$ cat src/rtl/mul4_dot_accumulator.sv
// mul4_dot_accumulator: streaming dot-product accumulator for 4x4 products.
// Sums LEN consecutive 8-bit products into an ACC_W-bit result presented on
// a valid/ready port. Carry-out of any addition sets a sticky overflow flag.
// Optional feature macro: MUL4_DOT_SAT_EN (saturate at 2^ACC_W-1 on overflow
// instead of wrapping modulo 2^ACC_W).
module mul4_dot_accumulator #(
  parameter int LEN   = 4,
  parameter int ACC_W = 16
) (
  input  logic             clk,
  input  logic             rst_n,
  input  logic             clr,
  input  logic             in_valid,
  output logic             in_ready,
  input  logic [7:0]       in_p,
  output logic             out_valid,
  input  logic             out_ready,
  output logic [ACC_W-1:0] out_sum,
  output logic             out_ovf,
  output logic             busy
);

  localparam int CNT_W = (LEN > 1) ? $clog2(LEN) : 1;
  localparam logic [CNT_W-1:0] LAST = CNT_W'(LEN - 1);

  typedef enum logic [1:0] {IDLE, ACC, DONE} state_t;

  state_t           state, state_d;
  logic [CNT_W-1:0] count;
  logic [ACC_W-1:0] acc;
  logic [ACC_W-1:0] p;
  logic [ACC_W-1:0] sum_val;
  logic [ACC_W:0]   sum_ext;
  logic             ovf, ovf_d, carry;
  logic             first, last, accept;

  assign p        = ACC_W'(in_p);
  assign first    = (count == '0);
  assign last     = (count == LAST);
  assign in_ready = (state != DONE);
  assign accept   = in_valid & in_ready & ~clr;
  assign busy     = (count != '0) | (state == DONE);

  // Next accumulator value and overflow; the first beat loads p and restarts ovf
  always_comb begin
    sum_ext = first ? {1'b0, p} : ({1'b0, acc} + {1'b0, p});
    carry   = sum_ext[ACC_W];
    ovf_d   = (first ? 1'b0 : ovf) | carry;
`ifdef MUL4_DOT_SAT_EN
    // once overflowed the value is pinned at full scale for the rest of the product
    sum_val = ovf_d ? '1 : sum_ext[ACC_W-1:0];
`else
    sum_val = sum_ext[ACC_W-1:0];
`endif
  end

  // Next-state logic; clr overrides every other transition
  always_comb begin
    state_d = state;
    case (state)
      IDLE, ACC: if (accept) state_d = last ? DONE : ACC;
      DONE:      if (out_valid && out_ready) state_d = IDLE;
      default:   state_d = IDLE;
    endcase
    if (clr) state_d = IDLE;
  end

  // State register
  always_ff @(posedge clk or negedge rst_n) begin
    if (!rst_n) state <= IDLE;
    else        state <= state_d;
  end

  // Datapath: beat counter, accumulator, sticky overflow and output register
  always_ff @(posedge clk or negedge rst_n) begin
    if (!rst_n) begin
      count     <= '0;
      acc       <= '0;
      ovf       <= 1'b0;
      out_sum   <= '0;
      out_ovf   <= 1'b0;
      out_valid <= 1'b0;
    end else if (clr) begin
      count     <= '0;
      acc       <= '0;
      ovf       <= 1'b0;
      out_valid <= 1'b0;
    end else if (accept) begin
      acc <= sum_val;
      ovf <= ovf_d;
      if (last) begin
        count     <= '0;
        out_sum   <= sum_val;
        out_ovf   <= ovf_d;
        out_valid <= 1'b1;
      end else begin
        count <= count + 1'b1;
      end
    end else if (out_valid && out_ready) begin
      out_valid <= 1'b0;
      out_ovf   <= 1'b0;
    end
  end

endmodule

$ cat config.mk
export PLATFORM = sky130hd
export DESIGN_NAME = mul4_dot_accumulator
export DESIGN_NICKNAME = d
export VERILOG_FILES = /design/src/rtl/mul4_dot_accumulator.sv
export SDC_FILE = /design/constraint.sdc
export NUM_CORES = 1
export LEC_CHECK = 0
export CORE_ASPECT_RATIO = 0.6
export CORE_MARGIN = 4
export CORE_UTILIZATION = 49
export DETAILED_ROUTE_END_ITERATION = 12
export GPL_TIMING_DRIVEN = 0
export HOLD_SLACK_MARGIN = 0.08
export PLACE_DENSITY = 0.81
export SYNTH_ARGS = -nofsm -noshare
export SYNTH_HDL_FRONTEND = slang
export SYNTH_SLANG_ARGS = --single-unit
export TNS_END_PERCENT = 10
$ cat constraint.sdc
create_clock -name clk -period 2.5 [get_ports clk]
set_clock_uncertainty 0.1 [all_clocks]
set_input_delay 0.5 -clock clk [delete_from_list [all_inputs] [get_ports clk]]
set_output_delay 0.5 -clock clk [all_outputs]
set_load 0.01 [all_outputs]
==> flow_metrics.env <==
export IMPL_synth_commonest_cells="39 x dfrtp_1, 28 x nand2_1, 26 x o21ai_0, 15 x a21oi_1, 15 x nor2_1"
export IMPL_violations="negative setup slack"
export IMPL_r2r_slack_ps=-5
export IMPL_first_pass_iters=4
export IMPL_synth_edf_count=0
export IMPL_power_leakage_uw=0.00131
export IMPL_r2r_start="acc[0]$_DFFE_PN0P_"
export IMPL_route_final_wire_length_um=6110
export IMPL_fin_setup_tns_ps=-7.45
export IMPL_critPathKind="register to register"
export IMPL_crit_slowest_cell="dfrtp_1"
export IMPL_dr_first_iter_drc_count=139
export IMPL_grt_max_degree=40
export IMPL_syn_cell_area_mm2=0.00225
export IMPL_initial_core_util=0.528
export IMPL_rsz0062_at_grt="yes"
export IMPL_r2r_end="out_sum[10]$_DFFE_PN0P_"
export IMPL_netSwitchingFraction=0.285
export IMPL_clk_latency_ps=310
export IMPL_fmax_mhz=399
export IMPL_ys_warn_count=0
export IMPL_slew_viol_final=0
export IMPL_yosys_top_cells_area="dfrtp_1 43%, o21ai_0 5.8%, ha_1 5.6%, nand2_1 4.7%, a21oi_1 3.3%"
export IMPL_start_kind="register"
export IMPL_yosysSeqAreaShare=0.434
export IMPL_routedWlPerCell_um=17.5
export IMPL_place_hpwl_um=3940
export IMPL_yosysTopAreaCell="dfrtp_1"
export IMPL_drc=0
export IMPL_tritoncts="built"
export IMPL_cp_data_arrival_time_ps=2620
export IMPL_cts_buffers=5
export IMPL_grt_overflow_total=0
export IMPL_min_path_type="input port to async pin"
export IMPL_crit_path_cell_trace="ha_4 > fa_2 > a211oi_4 > nor2_2 > a221o_1 > buf_6 > nand3_4 > xor2_2 > o31ai_1"
export IMPL_grt_pass1_vias=1925
export IMPL_place_congestion=0.808
export IMPL_synth_cells=240
export IMPL_syn_area_per_cell_um2=9.37
export IMPL_die_x_um=95.5
export IMPL_path_clk_slew_ps=90
export IMPL_synth_top_area_frac=0.434
export IMPL_synth_seq_cells=39
export IMPL_startpoint="acc[0]$_DFFE_PN0P_"
export IMPL_rows=18
export IMPL_instances_no_fill=349
export IMPL_seqPwrFrac=0.392
export IMPL_placed_cells=332
export IMPL_antenna_found_initial=0
export IMPL_place_ws_ps=-677
export IMPL_fin_crit_sh=1.00
export IMPL_die_area_mm2=0.00577
export IMPL_route_antenna_remaining_nets=0
export IMPL_relSlewSlack=0.414
export IMPL_syn2layout_area_growth_pct=33.9
export IMPL_end_kind="register"
export IMPL_syn_nets=264
export IMPL_root_buffer="clkbuf_8"
export IMPL_cts_buffer_depth=2
export IMPL_status="finished, violations left"
export IMPL_r2r_cells=9
export IMPL_viasPerCell=5.94
export IMPL_ys_async_sr_fraction=1.00
export IMPL_ir_drop_v=0.000373
export IMPL_ios=33
export IMPL_power_frac_comb=0.243
export IMPL_hold_violations=0
export IMPL_synth_most_common_cell="dfrtp_1"
export IMPL_htree_levels=2
export IMPL_cp_required_ps=2610
export IMPL_grt_pass1_wl_um=9580
export IMPL_power_share_clock=0.365
export IMPL_nets=312
export IMPL_port_buffer_count=32
export IMPL_via_count=2073
export IMPL_p_sw_uw=509
export IMPL_antenna_cells=0
export IMPL_cp_max_fo=5
export IMPL_drive_above_1_share=0.194
export IMPL_synth_cell_types=47
export IMPL_grt_use_total=0.223
export IMPL_finalInstanceArea_mm2=0.00301
export IMPL_p_total_uw=1790
export IMPL_setup_viol=2
export IMPL_max_stage_delay_ps=420
export IMPL_synth_flop_cell="dfrtp_1"
export IMPL_fin_crit_ps=2500
export IMPL_tightest_slew_ps=879
export IMPL_setup_ws_ps=-4.65
export IMPL_fp_coreArea_mm2=0.00426
export IMPL_clock_sinks=39
export IMPL_p_int_uw=1280
export IMPL_drv_cap=0
export IMPL_placed_area_mm2=0.00265
export IMPL_power_density_mw_per_mm2=593
export IMPL_die_y_um=60.5
## cells by family (layout without fill, tap and decap cells)
group,after synthesis,in the layout,share of synthesized area
AO/OA/AOI/OAI,83,83,0.239
XOR/XNOR,10,10,0.0390
adder cells (fa/ha/maj),11,11,0.0646
buffers and inverters,19,68,0.0401
flip-flops,39,39,0.434
multiplexers,6,6,0.0278
AND/OR/NAND/NOR,72,72,0.155
## per-stage QoR
| stage | util | hold WS [ps] |
|---|---|---|
| 2_1_floorplan | - | 104 |
| 3_3_place_gp | 0.623 | 358 |
| 3_5_place_dp | 0.622 | 360 |
| 4_1_cts | 0.685 | 242 |
| 5_1_grt | 0.707 | 277 |
| 6_report | 0.707 | 189 |
## state kept, by name, indices dropped and copies added (netlist names)
register and count:
acc 16, count 2, out_ovf 1, out_sum 16
out_valid 1, ovf 1, state 2
## what timing repair did
item                       CTS  global route
setup buffers                7             3
setup endpoints to repair   18            21
pin swaps                    8             7
gates resized for setup     19            22
hold buffers                 0             0
gates cloned                 0             1
## cells in the final DEF (no fill, tap or decap), drive strengths merged, types with 2 or more instances in the layout
cell type / count
xnor2: 4
a21o: 4
dlymetal6s2s: 2
a31oi: 4
and3: 5
o21ai: 28
o21bai: 2
mux2: 2
clkbuf: 12
nand3: 6
a21oi: 15
nand2b: 2
o31ai: 10
inv: 3
nand2: 28
xor2: 6
clkdlybuf4s50: 27
dfrtp: 39
buf: 20
ha: 10
mux2i: 4
bufinv: 2
nor3b: 3
o21a: 2
nor3: 4
a22o: 7
nor2: 16
and2: 2
a211oi: 4
## metal layers
layer  part of all wire  global-route usage  up-vias
li1                   -                   -      969
met1               0.46               0.316     1008
met2               0.44               0.323       82
met3              0.084              0.0657       14
met4              0.017              0.0931        0
met5                  0                   0        -
## how the worst max path moves through the flow
| stage | endpoint |
|---|---|
| floorplan | out_ovf$_DFFE_PN0P_ |
| global placement | out_sum[12]$_DFFE_PN0P_ |
| detailed placement | out_sum[12]$_DFFE_PN0P_ |
| CTS | out_ovf$_DFFE_PN0P_ |
| global route | out_sum[14]$_DFFE_PN0P_ |
| finish | out_sum[10]$_DFFE_PN0P_ |
## worst max-delay path, delay by kind of cell, from the launching register on
kind            cells  cell delay [ps]
flops               1              420
compound gates      3              920
xor+xnor            1               60
fa+ha+maj           2              570
buf+inv             1              160
simple gates        2              170
## layout make-up
type | count | area [um2]
tap | 60 | 75.1
inverter | 3 | 11.3
clock buffer | 5 | 68.8
buffer | 14 | 81.3
sequential | 39 | 976
clock inverter | 3 | 67.6
fill | 306 | 1250
multi-input combinational | 182 | 1320
timing repair buffer | 43 | 407
## power groups by stage
stage	sequential (uW)	clock [uW]	combinational, uW
finish	700	652	434
detailed placement	710	0	350
CTS	699	655	394
floorplan	717	0	194
global route	705	687	472
global placement	708	0	340
Power figures use the tool's default switching activity.
